[src/rtl/sc_micro_sequencer.sv]
// Microsequencer: owns the uPC, picks the next control-store address from the
// MIR fields, flags and IR, and runs the MIR-load / commit / memory handshake.
module sc_micro_sequencer #(
  parameter int                        DATAWIDTH_ADDR = 11,
  parameter logic [DATAWIDTH_ADDR-1:0] RESET_ADDR     = '0,
  parameter int                        MEM_TIMEOUT    = 16,
  parameter int                        TIMEOUT_WIDTH  = 8
) (
  input  logic                      SC_MicroSeq_CLOCK_50,
  input  logic                      SC_MicroSeq_Reset_InHigh,
  input  logic [2:0]                SC_MicroSeq_COND_In,
  input  logic [DATAWIDTH_ADDR-1:0] SC_MicroSeq_JMPADDR_In,
  input  logic                      SC_MicroSeq_RD_In,
  input  logic                      SC_MicroSeq_WR_In,
  input  logic [3:0]                SC_MicroSeq_Flags_In,
  input  logic [31:0]               SC_MicroSeq_IR_In,
  input  logic                      SC_MicroSeq_MemAck_InHigh,
  input  logic                      SC_MicroSeq_Halt_InHigh,
  output logic [DATAWIDTH_ADDR-1:0] SC_MicroSeq_CSAddress_Out,
  output logic                      SC_MicroSeq_MIRWrite_OutHigh,
  output logic                      SC_MicroSeq_Exec_OutHigh,
  output logic                      SC_MicroSeq_MemReq_OutHigh,
  output logic                      SC_MicroSeq_BusError_OutHigh,
  output logic [2:0]                SC_MicroSeq_State_Out
);

  typedef enum logic [2:0] {
    ST_LOAD    = 3'd0,
    ST_EXEC    = 3'd1,
    ST_MEMWAIT = 3'd2,
    ST_HALT    = 3'd3,
    ST_ERROR   = 3'd4
  } state_t;

  state_t                    state_q, state_d;
  logic [DATAWIDTH_ADDR-1:0] upc_q, upc_d;
  logic [TIMEOUT_WIDTH-1:0]  cnt_q, cnt_d;
  logic                      berr_q, berr_d;

  logic [DATAWIDTH_ADDR-1:0] upc_inc;
  logic [DATAWIDTH_ADDR-1:0] decode_addr;
  logic [DATAWIDTH_ADDR-1:0] next_addr;
  logic                      mem_op;
  logic                      complete;
  logic                      unused_ir;

  assign unused_ir   = ^{SC_MicroSeq_IR_In[29:25], SC_MicroSeq_IR_In[18:14], SC_MicroSeq_IR_In[12:0]};
  assign upc_inc     = upc_q + 1'b1;
  assign decode_addr = DATAWIDTH_ADDR'({1'b1, SC_MicroSeq_IR_In[31:30], SC_MicroSeq_IR_In[24:19], 2'b00});
  assign mem_op      = SC_MicroSeq_RD_In | SC_MicroSeq_WR_In;

  always_comb begin
    next_addr = upc_inc;
    unique case (SC_MicroSeq_COND_In)
      3'b001:  if (SC_MicroSeq_Flags_In[3]) next_addr = SC_MicroSeq_JMPADDR_In;
      3'b010:  if (SC_MicroSeq_Flags_In[2]) next_addr = SC_MicroSeq_JMPADDR_In;
      3'b011:  if (SC_MicroSeq_Flags_In[1]) next_addr = SC_MicroSeq_JMPADDR_In;
      3'b100:  if (SC_MicroSeq_Flags_In[0]) next_addr = SC_MicroSeq_JMPADDR_In;
      3'b101:  if (SC_MicroSeq_IR_In[13])   next_addr = SC_MicroSeq_JMPADDR_In;
      3'b110:  next_addr = SC_MicroSeq_JMPADDR_In;
      3'b111:  next_addr = decode_addr;
      default: next_addr = upc_inc;
    endcase
  end

  always_ff @(posedge SC_MicroSeq_CLOCK_50 or posedge SC_MicroSeq_Reset_InHigh) begin
    if (SC_MicroSeq_Reset_InHigh) begin
      state_q <= ST_LOAD;
      upc_q   <= RESET_ADDR;
      cnt_q   <= '0;
      berr_q  <= 1'b0;
    end else begin
      state_q <= state_d;
      upc_q   <= upc_d;
      cnt_q   <= cnt_d;
      berr_q  <= berr_d;
    end
  end

  always_comb begin
    state_d                      = state_q;
    upc_d                        = upc_q;
    cnt_d                        = cnt_q;
    berr_d                       = berr_q;
    complete                     = 1'b0;
    SC_MicroSeq_MIRWrite_OutHigh = 1'b0;
    SC_MicroSeq_Exec_OutHigh     = 1'b0;
    SC_MicroSeq_MemReq_OutHigh   = 1'b0;

    unique case (state_q)
      ST_LOAD: begin
        SC_MicroSeq_MIRWrite_OutHigh = 1'b1;
        state_d                      = ST_EXEC;
      end
      ST_EXEC: begin
        // uPC advances even for memory ops; flags/IR are only valid this cycle.
        cnt_d = '0;
        upc_d = next_addr;
        if (mem_op) begin
          SC_MicroSeq_MemReq_OutHigh = 1'b1;
          if (SC_MicroSeq_MemAck_InHigh) complete = 1'b1;
          else                           state_d  = ST_MEMWAIT;
        end else begin
          complete = 1'b1;
        end
      end
      ST_MEMWAIT: begin
        SC_MicroSeq_MemReq_OutHigh = 1'b1;
        if (SC_MicroSeq_MemAck_InHigh) begin
          complete = 1'b1;
        end else if (cnt_q == TIMEOUT_WIDTH'(MEM_TIMEOUT - 1)) begin
          state_d = ST_ERROR;
          berr_d  = 1'b1;
        end else begin
          cnt_d = cnt_q + 1'b1;
        end
      end
      ST_HALT: begin
        if (!SC_MicroSeq_Halt_InHigh) state_d = ST_LOAD;
      end
      ST_ERROR: begin
        berr_d = 1'b1;
      end
      default: state_d = ST_LOAD;
    endcase

    if (complete) begin
      SC_MicroSeq_Exec_OutHigh = 1'b1;
      state_d = SC_MicroSeq_Halt_InHigh ? ST_HALT : ST_LOAD;
    end
  end

  assign SC_MicroSeq_CSAddress_Out    = upc_q;
  assign SC_MicroSeq_BusError_OutHigh = berr_q;
  assign SC_MicroSeq_State_Out        = state_q;

endmodule

[config.mk]
export PLATFORM = sky130hd
export DESIGN_NAME = sc_micro_sequencer
export DESIGN_NICKNAME = d
export VERILOG_FILES = /design/src/rtl/sc_micro_sequencer.sv
export SDC_FILE = /design/constraint.sdc
export NUM_CORES = 1
export LEC_CHECK = 0
export CAP_MARGIN = 20
export CORE_ASPECT_RATIO = 0.7
export CORE_MARGIN = 1
export CORE_UTILIZATION = 42
export DETAILED_ROUTE_END_ITERATION = 7
export GPL_TIMING_DRIVEN = 0
export PLACE_DENSITY_LB_ADDON = 0.05
export SLEW_MARGIN = 20
export SYNTH_ARGS = -nofsm -noshare
export SYNTH_HDL_FRONTEND = slang
export SYNTH_SLANG_ARGS = --single-unit
[constraint.sdc]
create_clock -name SC_MicroSeq_CLOCK_50 -period 2.35 [get_ports SC_MicroSeq_CLOCK_50]
set_input_delay 0.705 -clock SC_MicroSeq_CLOCK_50 [delete_from_list [all_inputs] [get_ports SC_MicroSeq_CLOCK_50]]
set_output_delay 0.705 -clock SC_MicroSeq_CLOCK_50 [all_outputs]
set_load 0.01 [all_outputs]
==> impl_metrics.py, run 1 <==
metrics = {
    "detailed_routing": {
        "ant_nets": 0,
        "vias": 1784,
        "wire_per_inst_um": 14.49,
        "drc": 0,
        "drt_wl_total_um": 4505,
        "routed_via_density": 5.736,
        "first_iter_violations": 129,
        "first_pass_iters": 4,
    },
    "die": {
        "die-area_sq_um": 4240,
        "ios": 74,
        "core_sq_um": 3671,
        "start_util": 0.4554,
        "rows": 18,
        "die_y_um": 54.78,
        "fp.dieW_um": 77.41,
    },
    "outcome": {
        "outcome": "completed",
    },
    "sta": {
        "skew_ns": 0.002049,
        "layout_min_cycle_time_ns": 2.257,
        "hold_viol_final": 0,
        "slew_viol_final": 0,
        "final-setup-viol-count": 0,
        "fmax_mhz": 443.0,
        "worst_slack_ns": 0.09260,
        "tightest_slew_ns": 0.8642,
        "slew_headroom": 0.4232,
        "post-route-period-util": 0.9606,
        "grt_setup_unrepaired": "no",
    },
    "hold_path": {
        "hold_path.class": "reg -> reg",
        "min-delay-start": "SC_MicroSeq_BusError_OutHigh$_DFFE_PP0P_",
    },
    "synthesis": {
        "ys_ff_latch": 23,
        "yosys-top-cells-area": "dfrtp_1 34%, nor2_1 6.5%, nand2_1 4.0%, o211ai_1 3.6%, mux2i_1 3.0%",
        "synthAdderAreaFrac": 0.01497,
        "synth_top_area_frac": 0.3443,
        "synth_compound_area_frac": 0.2478,
        "yosys.area_share.simple": 0.2874,
        "avgSynthCellArea_sq_um": 8.037,
        "synthArstFlopShare": 1.000,
        "synth-xor-area-share": 0.02620,
        "syn-instance-count": 208,
        "syn-cell-area_sq_um": 1672,
        "synth_ff_type": "dfrtp_1",
        "synth-edff-count": 0,
        "syn-num-nets": 266,
        "yosysTopAreaCell": "dfrtp_1",
        "synth_cell_type_count": 55,
        "muxShareOfSynthArea": 0.02994,
        "synth_warnings": 0,
        "synth_top_family_by_area": "simple AND/OR/NAND/NOR gates",
        "seq_area_frac_synth": 0.3443,
    },
    "placed_design": {
        "hpwlAfterDp_um": 3472,
        "port-buffer-count": 49,
        "dp_cells": 307,
        "place.gp.congestion": 0.8269,
        "dpl_worst_slack_ns": -0.4852,
        "placed_area_sq_um": 2225,
    },
    "final_layout": {
        "multiInputGateArea_sq_um": 1041,
        "antenna_cells": 0,
        "finalInstanceArea_sq_um": 2313,
        "fill_cells": 335,
        "drive_gt1_frac": 0.09579,
        "areaGrowthSynthToFinish_pct": 38.40,
        "final_nets": 320,
        "seqCellArea_sq_um": 576.8,
        "final_cell_mix": "41 x clkdlybuf4s50_1, 28 x nor2_1, 22 x dfrtp_1",
        "final_common_cell": "clkdlybuf4s50_1",
        "layout.cells.non_filler": 311,
    },
    "cts": {
        "cts_tree": "yes",
        "cts_buffers": 3,
        "clockBufferDepth": 2,
        "cts_sinks": 23,
        "clk_pin_slew_worst_paths_ns": 0.08,
        "htreeDepth": 1,
        "clock-root-buffer": "clkbuf_8",
        "clock_latency_ns": 0.26,
    },
    "global_route": {
        "antenna_found_initial": 0,
        "grt_use_total": 0.2291,
        "overflow": 0,
        "grt_pass1_wl_um": 7458,
        "grt_pass1_vias": 1577,
        "grt_max_degree": 24,
    },
    "power_and_ir_drop": {
        "irDropWorstVdd_v": 0.0005791,
        "p_seq_frac": 0.338,
        "comb_power_share": 0.551,
        "p_sw_uw": 936.2,
        "p_leak_nw": 0.9781,
        "clkPwrFrac": 0.111,
        "intPower_mw": 1.248,
        "switching_share": 0.4286,
        "powerDensity_nw_per_um2": 944.2,
    },
    "critical_path": {
        "r2r_start": "SC_MicroSeq_State_Out[2]$_DFFE_PP0P_",
        "worst-setup-path-type": "in -> reg",
        "crit_fanout": 6,
        "cp-start-kind": "input port",
        "critical_path.startpoint": "SC_MicroSeq_Flags_In[3]",
        "cp_data_arrival_time_ns": 2.41,
        "end_kind": "flop",
        "worstPathRequired_ns": 2.50,
    },
    "flow_run": {
        "max-cap-violations": 0,
    },
}
final timing paths:
kind,to,slack [ns],depth (start not counted)
min,SC_MicroSeq_BusError_OutHigh$_DFFE_PP0P_,0.47,1
min reg2reg,SC_MicroSeq_BusError_OutHigh$_DFFE_PP0P_,0.47,1
min in group asynchronous,cnt_q[7]$_DFFE_PP0P_,0.92,2
max,SC_MicroSeq_CSAddress_Out[8]$_DFFE_PP0N_,0.09,6
max reg2reg,SC_MicroSeq_CSAddress_Out[8]$_DFFE_PP0N_,0.31,5
max in group asynchronous,SC_MicroSeq_State_Out[1]$_DFFE_PP0P_,0.83,2
synthesized netlist by cell type (4+ instances only):
cell      number
inv_1          7
a21oi_1        9
nor2_1        29
nor4_1         5
clkbuf_1       8
a22oi_1        4
xor2_1         5
dfrtp_1       23
nor3_1         7
and3_1         4
nand3_1        9
or3_1          4
o21ai_0        6
mux2i_1        5
nand2_1       18
o211ai_1       8
power by group through the flow:
stage	clock [mW]	sequential (mW)	combinational, mW
2_1_floorplan	0	0.719	0.683
3_3_place_gp	0	0.700	1.24
3_5_place_dp	0	0.698	1.25
4_1_cts	0.246	0.727	1.21
5_1_grt	0.261	0.766	1.33
6_report	0.242	0.738	1.20
final cells by class:
cell class / instances / area share
buffer: 10 / 0.02488
clock buffer: 4 / 0.01947
inverter: 7 / 0.01136
multi-input combinational: 165 / 0.4500
sequential: 23 / 0.2493
tap: 50 / 0.02704
timing repair buffer: 52 / 0.2180
cell families (layout without fill, tap and decap cells):
logic type,count (synthesis),in the layout
xor+xnor,5,5
flops,23,23
simple gates,96,96
buf+inv,20,73
compound gates,57,57
fa+ha+maj,2,2
mux,5,5
repair_timing:
action,CTS,global route
buffers inserted,3,0
endpoints found under the setup margin,14,10
hold buffers,0,0
pin swaps,2,0
gates resized for setup,20,11
critical path: stages:
cell,delay [ns]
clkdlybuf4s50_1,0.49
mux2i_1,0.27
o32ai_2,0.17
or2_4,0.30
and2_1,0.18
a211o_1,0.29
layer usage:
layer  part of all wire  vias to the layer above  track usage
li1                   -                      886            -
met1               0.54                      848       0.3487
met2               0.41                       48       0.3451
met3              0.044                        2      0.03833
met4             0.0029                        0      0.03145
met5                  0                        -            0
registers in the layout, summed over array words and instances (netlist names):
name and cells:
SC_MicroSeq_State_Out 3, cnt_q 8, SC_MicroSeq_CSAddress_Out 11, SC_MicroSeq_BusError_OutHigh 1
stage by stage:
stage / utilization / total power, mW / setup TNS, ns / hold WS (ns)
after floorplan: - / 1.401 / 0 / 0.4701
after global placement: 0.6060 / 1.944 / -5.185 / 0.4486
after detailed placement: 0.6060 / 1.949 / -5.041 / 0.4678
after CTS: 0.6220 / 2.178 / 0 / 0.4857
after global routing: 0.6302 / 2.356 / 0 / 0.5040
final: 0.6302 / 2.184 / 0 / 0.4740
Power figures use the tool's default switching activity.
==> run 2: changes to the inputs <==
--- a/config.mk
+++ b/config.mk
@@ -12,7 +12,7 @@
 export DETAILED_ROUTE_END_ITERATION = 7
 export GPL_TIMING_DRIVEN = 0
 export PLACE_DENSITY_LB_ADDON = 0.05
-export SLEW_MARGIN = 20
+export SLEW_MARGIN = 30
 export SYNTH_ARGS = -nofsm -noshare
 export SYNTH_HDL_FRONTEND = slang
 export SYNTH_SLANG_ARGS = --single-unit
==> impl_metrics.py, run 2 (synthesis results as in run 1) <==
metrics = {
    "outcome": {
        "outcome": "completed",
    },
    "critical_path": {
        "crit_cells": 6,
        "reg2reg_slack_ns": 0.31,
        "end_kind": "flop",
        "slowest_stage": "clkdlybuf4s50_1",
        "critPathMaxStageDelay_ns": 0.49,
        "worstPathRequired_ns": 2.50,
        "worstPathCellList": "clkdlybuf4s50_1 > mux2i_1 > o32ai_2 > or2_4 > and2_1 > a211o_1",
        "cp-start-kind": "input port",
        "critPathTopFamily": "buffers and inverters",
        "crit_fanout": 6,
        "worst-path-buf-inv": 1,
        "worstRegToRegCells": 5,
        "rr_endpoint": "SC_MicroSeq_CSAddress_Out[8]$_DFFE_PP0N_",
        "worst-setup-path-type": "in -> reg",
        "r2r_start": "SC_MicroSeq_State_Out[2]$_DFFE_PP0P_",
        "cp_data_arrival_time_ns": 2.41,
    },
    "global_route": {
        "grt_pass1_wl_um": 7458,
        "antenna_found_initial": 0,
        "grt_use_total": 0.2291,
        "grt_max_degree": 24,
        "grt_pass1_vias": 1577,
        "overflow": 0,
    },
    "cts": {
        "cts_buffers": 3,
        "clock_latency_ns": 0.26,
        "clockBufferDepth": 2,
        "cts_sinks": 23,
        "htreeDepth": 1,
        "cts_tree": "yes",
        "clock-root-buffer": "clkbuf_8",
        "clk_pin_slew_worst_paths_ns": 0.08,
    },
    "sta": {
        "final-setup-viol-count": 0,
        "slew_viol_final": 0,
        "layout_min_cycle_time_ns": 2.257,
        "slew_headroom": 0.4546,
        "skew_ns": 0.002049,
        "hold_viol_final": 0,
        "grt_setup_unrepaired": "no",
        "post-route-period-util": 0.9606,
        "tightest_slew_ns": 0.8131,
        "worst_slack_ns": 0.09260,
        "fin_tns_setup_ns": 0,
        "holdWs_ns": 0.4740,
        "fmax_mhz": 443.0,
    },
    "detailed_routing": {
        "routed_via_density": 5.740,
        "drt_wl_total_um": 4504,
        "drc": 0,
        "first_pass_iters": 4,
        "first_iter_violations": 129,
        "ant_nets": 0,
        "vias": 1785,
        "wire_per_inst_um": 14.48,
    },
    "final_layout": {
        "final_cell_mix": "41 x clkdlybuf4s50_1, 28 x nor2_1, 22 x dfrtp_1",
        "multiInputGateArea_sq_um": 1041,
        "seqCellArea_sq_um": 576.8,
        "fill_cells": 335,
        "antenna_cells": 0,
        "areaGrowthSynthToFinish_pct": 38.40,
        "final_common_cell": "clkdlybuf4s50_1",
        "utilization": 0.6302,
        "drive_gt1_frac": 0.09579,
        "largest_reg_flops": 11,
        "final_nets": 320,
    },
    "hold_path": {
        "worstHoldPathCells": 1,
        "min-delay-start": "SC_MicroSeq_BusError_OutHigh$_DFFE_PP0P_",
        "hold_path.class": "reg -> reg",
        "min_to": "SC_MicroSeq_BusError_OutHigh$_DFFE_PP0P_",
    },
    "placed_design": {
        "place.gp.congestion": 0.8269,
        "dpl_worst_slack_ns": -0.4852,
        "port-buffer-count": 49,
        "hpwlAfterDp_um": 3472,
    },
    "flow_run": {
        "max-cap-violations": 0,
    },
    "power_and_ir_drop": {
        "irDropWorstVdd_v": 0.0005791,
        "p_total_mw": 2.184,
        "p_leak_nw": 0.9743,
        "powerDensity_nw_per_um2": 944.1,
    },
    "die": {
        "die_y_um": 54.78,
        "rows": 18,
        "core_sq_um": 3671,
        "start_util": 0.4554,
        "ios": 74,
        "fp.dieW_um": 77.41,
        "die-area_sq_um": 4240,
    },
}
-- run 2: cell count changes in the layout (fill, tap and decap cells not counted), sizes merged --
cell	change
inv	-1
clkinv	+1
-- run 2: metal layers --
metal | share of wire | vias up | GRT usage
li1 | - | 886 | -
met1 | 0.54 | 849 | 0.3487
met2 | 0.41 | 48 | 0.3451
met3 | 0.044 | 2 | 0.03833
met4 | 0.0029 | 0 | 0.03145
met5 | 0 | - | 0
-- run 2: timing repair --
action | in CTS | in global routing
gates resized for setup | 20 | 11
gates cloned | 0 | 0
setup endpoints to repair | 14 | 10
hold endpoints to repair | 0 | 0
hold buffers | 0 | 0
setup buffers | 3 | 0
pin swaps | 2 | 0
-- run 2: worst max path at each step --
| stage | endpoint | startpoint |
|---|---|---|
| finish | SC_MicroSeq_CSAddress_Out[8]$_DFFE_PP0N_ | SC_MicroSeq_Flags_In[3] |
| global placement | SC_MicroSeq_CSAddress_Out[8]$_DFFE_PP0N_ | SC_MicroSeq_COND_In[1] |
| floorplan | SC_MicroSeq_CSAddress_Out[4]$_DFFE_PP0N_ | SC_MicroSeq_COND_In[2] |
| CTS | SC_MicroSeq_CSAddress_Out[4]$_DFFE_PP0N_ | SC_MicroSeq_COND_In[2] |
| detailed placement | SC_MicroSeq_MemReq_OutHigh | SC_MicroSeq_WR_In |
| global route | SC_MicroSeq_Exec_OutHigh | SC_MicroSeq_WR_In |
-- run 2: layout make-up --
type                            instances  share of cell area
Buffer                                 10             0.02488
Clock buffer                            4             0.01947
Inverter                                7             0.01136
Multi-Input combinational cell        165              0.4500
Sequential cell                        23              0.2493
Tap cell                               50             0.02704
Timing Repair Buffer                   52              0.2180
-- run 2: per-stage QoR --
step	instance area, sq um	instances
floorplan	1672	208
global placement	2225	307
detailed placement	2225	307
CTS	2283	311
global route	2313	311
finish	2313	311
-- run 2: power breakdown --
group          switching, mW  internal [mW]  total, mW
registers              0.204          0.534      0.738
clock network          0.121          0.121      0.242
logic                  0.611          0.593       1.20
==> run 3: changes to the inputs <==
--- a/config.mk
+++ b/config.mk
@@ -5,11 +5,13 @@
 export SDC_FILE = /design/constraint.sdc
 export NUM_CORES = 1
 export LEC_CHECK = 0
+export ABC_AREA = 1
 export CAP_MARGIN = 20
 export CORE_ASPECT_RATIO = 0.7
 export CORE_MARGIN = 1
-export CORE_UTILIZATION = 42
+export CORE_UTILIZATION = 60
 export DETAILED_ROUTE_END_ITERATION = 7
+export DONT_BUFFER_PORTS = 1
 export GPL_TIMING_DRIVEN = 0
 export PLACE_DENSITY_LB_ADDON = 0.05
 export SLEW_MARGIN = 30
==> impl_metrics.py, run 3 <==
metrics = {
    "sta": {
        "slew_viol_final": 0,
        "fin_tns_setup_ns": 0,
        "slew_headroom": 0.6665,
        "grt_setup_unrepaired": "no",
        "final-setup-viol-count": 0,
        "skew_ns": 0.007064,
        "hold_viol_final": 0,
        "post-route-period-util": 0.9525,
        "layout_min_cycle_time_ns": 2.238,
        "tightest_slew_ns": 0.4995,
        "fmax_mhz": 446.7,
        "holdWs_ns": 0.3326,
    },
    "global_route": {
        "grt_max_degree": 24,
        "grt_use_total": 0.2630,
        "antenna_found_initial": 0,
        "grt_pass1_wl_um": 6189,
        "grt_pass1_vias": 1383,
        "overflow": 0,
    },
    "critical_path": {
        "worstPathCellList": "nor2_1 > nand2_2 > inv_2 > buf_4 > nand2_1 > nand2_1",
        "worst_path_most_repeated_cell": "nand2_1",
        "worstRegToRegCells": 12,
        "worstPathRequired_ns": 1.64,
        "cp-start-kind": "flop",
        "worst-setup-path-type": "reg -> out",
        "crit_fanout": 10,
        "end_kind": "output port",
        "critPathMaxStageDelay_ns": 0.48,
        "cp_data_arrival_time_ns": 1.53,
        "slowest_stage": "dfrtp_1",
    },
    "synthesis": {
        "yosys.area_share.simple": 0.4161,
        "syn-cell-area_sq_um": 1783,
        "synthAdderAreaFrac": 0.01404,
        "seq_area_frac_synth": 0.3228,
        "muxShareOfSynthArea": 0,
        "synthArstFlopShare": 1.000,
        "synth_top_area_frac": 0.3228,
        "synth-edff-count": 0,
        "syn-num-nets": 336,
        "ys_ff_latch": 23,
        "yosysTopAreaCell": "dfrtp_1",
        "synth-xor-area-share": 0.02947,
        "yosys-top-cells-area": "dfrtp_1 32%, nand2_1 20%, inv_1 7.2%, nand3_1 6.7%, nor2_1 5.1%",
        "synth_cell_type_count": 28,
        "synth_warnings": 0,
        "avgSynthCellArea_sq_um": 6.414,
        "syn-instance-count": 278,
        "yosysMostFrequentCell": "nand2_1",
        "synth_ff_type": "dfrtp_1",
        "synth_top_family_by_area": "simple AND/OR/NAND/NOR gates",
        "synth_compound_area_frac": 0.1165,
        "synthTopCellsByCount": "94 x nand2_1, 34 x inv_1, 24 x nand3_1, 24 x nor2_1, 23 x dfrtp_1",
    },
    "placed_design": {
        "dp_cells": 314,
        "place.gp.congestion": 0.8333,
        "port-buffer-count": 0,
        "hpwlAfterDp_um": 3049,
    },
    "detailed_routing": {
        "routed_via_density": 5.355,
        "ant_nets": 0,
        "first_pass_iters": 4,
        "wire_per_inst_um": 12.70,
        "vias": 1703,
        "first_iter_violations": 101,
        "drc": 0,
        "drt_wl_total_um": 4040,
    },
    "cts": {
        "cts_sinks": 23,
        "clock_latency_ns": 0.27,
        "clock-root-buffer": "clkbuf_8",
        "clk_pin_slew_worst_paths_ns": 0.09,
        "ctsHoldBuffers": 0,
        "htreeDepth": 1,
        "clockBufferDepth": 2,
        "cts_buffers": 3,
        "cts_tree": "yes",
        "post_cts_buffers": 0,
    },
    "final_layout": {
        "final_nets": 341,
        "final_cell_mix": "94 x nand2_1, 33 x inv_1, 24 x nand3_1, 24 x nor2_1, 22 x dfrtp_1",
        "final_common_cell": "nand2_1",
        "drive_gt1_frac": 0.1028,
        "layout.cells.non_filler": 318,
        "areaGrowthSynthToFinish_pct": 5.193,
        "largest_reg_flops": 11,
        "antenna_cells": 0,
    },
    "power_and_ir_drop": {
        "irDropWorstVdd_v": 0.0003926,
        "p_total_mw": 1.776,
        "powerDensity_nw_per_um2": 946.8,
        "p_leak_nw": 0.9740,
    },
    "die": {
        "rows": 16,
        "fp.dieW_um": 67.16,
        "core_sq_um": 2803,
        "start_util": 0.6362,
        "die_y_um": 47.61,
        "die-area_sq_um": 3197,
        "ios": 74,
    },
    "hold_path": {
        "hold_path.class": "in -> async",
    },
    "flow_run": {
        "max-cap-violations": 0,
    },
    "outcome": {
        "outcome": "completed",
    },
}
run 3: layer usage:
| layer | share of wire | global-route usage |
|---|---|---|
| met5 | 0 | 0 |
| met4 | 0.0067 | 0.06383 |
| met3 | 0.075 | 0.07381 |
| met2 | 0.42 | 0.4080 |
| met1 | 0.50 | 0.3666 |
run 3: where the power goes:
part / switching (mW) / total, mW / leakage [nW] / internal, mW
clock network: 0.138 / 0.257 / 0.0255 / 0.119
logic: 0.521 / 0.795 / 0.659 / 0.274
registers: 0.208 / 0.724 / 0.290 / 0.516
run 3: worst paths after layout:
kind / start / endpoint / slack (ns)
setup / recovery: SC_MicroSeq_State_Out[1]$_DFFE_PP0P_ / SC_MicroSeq_MemReq_OutHigh / 0.11
hold / removal: SC_MicroSeq_Reset_InHigh / SC_MicroSeq_CSAddress_Out[2]$_DFFE_PP0N_ / 0.33
setup reg to reg: SC_MicroSeq_CSAddress_Out[0]$_DFFE_PP0N_ / SC_MicroSeq_CSAddress_Out[10]$_DFFE_PP0N_ / 0.68
hold reg to reg: cnt_q[7]$_DFFE_PP0P_ / cnt_q[7]$_DFFE_PP0P_ / 0.52
max in group asynchronous: SC_MicroSeq_Reset_InHigh / SC_MicroSeq_State_Out[0]$_DFFE_PP0P_ / 1.66
min in group SC_MicroSeq_CLOCK_50: cnt_q[7]$_DFFE_PP0P_ / cnt_q[7]$_DFFE_PP0P_ / 0.52
run 3: timing repair:
| item | 4_1_cts | 5_1_grt |
|---|---|---|
| endpoints found under the hold margin | 0 | 0 |
| gates resized for setup | 0 | 1 |
| setup endpoints to repair | 0 | 2 |
run 3: area by class of cell:
| cell class | count | area (sq um) |
|---|---|---|
| Buffer | 4 | 33.78 |
| Clock buffer | 3 | 41.29 |
| Clock inverter | 1 | 5.005 |
| Fill cell | 270 | 927.1 |
| Inverter | 39 | 146.4 |
| Multi-Input combinational cell | 212 | 1027 |
| Sequential cell | 23 | 576.8 |
| Tap cell | 36 | 45.04 |
run 3: cell families (layout without fill, tap and decap cells):
family / after synthesis / count (layout)
compound gates: 37 / 37
xor+xnor: 6 / 6
fa+ha+maj: 2 / 2
buf+inv: 43 / 47
flops: 23 / 23
simple gates: 167 / 167
run 3: stage by stage:
| stage | utilization | area (sq um) | setup WS [ns] |
|---|---|---|---|
| floorplan | - | 1783 | 0.3453 |
| global route | 0.6692 | 1876 | 0.01878 |
| CTS | 0.6688 | 1874 | 0.08915 |
| finish | 0.6692 | 1876 | 0.1116 |
| global placement | 0.6522 | 1828 | 0.3091 |
| detailed placement | 0.6522 | 1828 | 0.2887 |
run 3: worst max-delay path: cells and delay by family (launching register included):
family,cells,cell delay (ns)
buf+inv,2,0.33
flops,1,0.48
simple gates,4,0.44
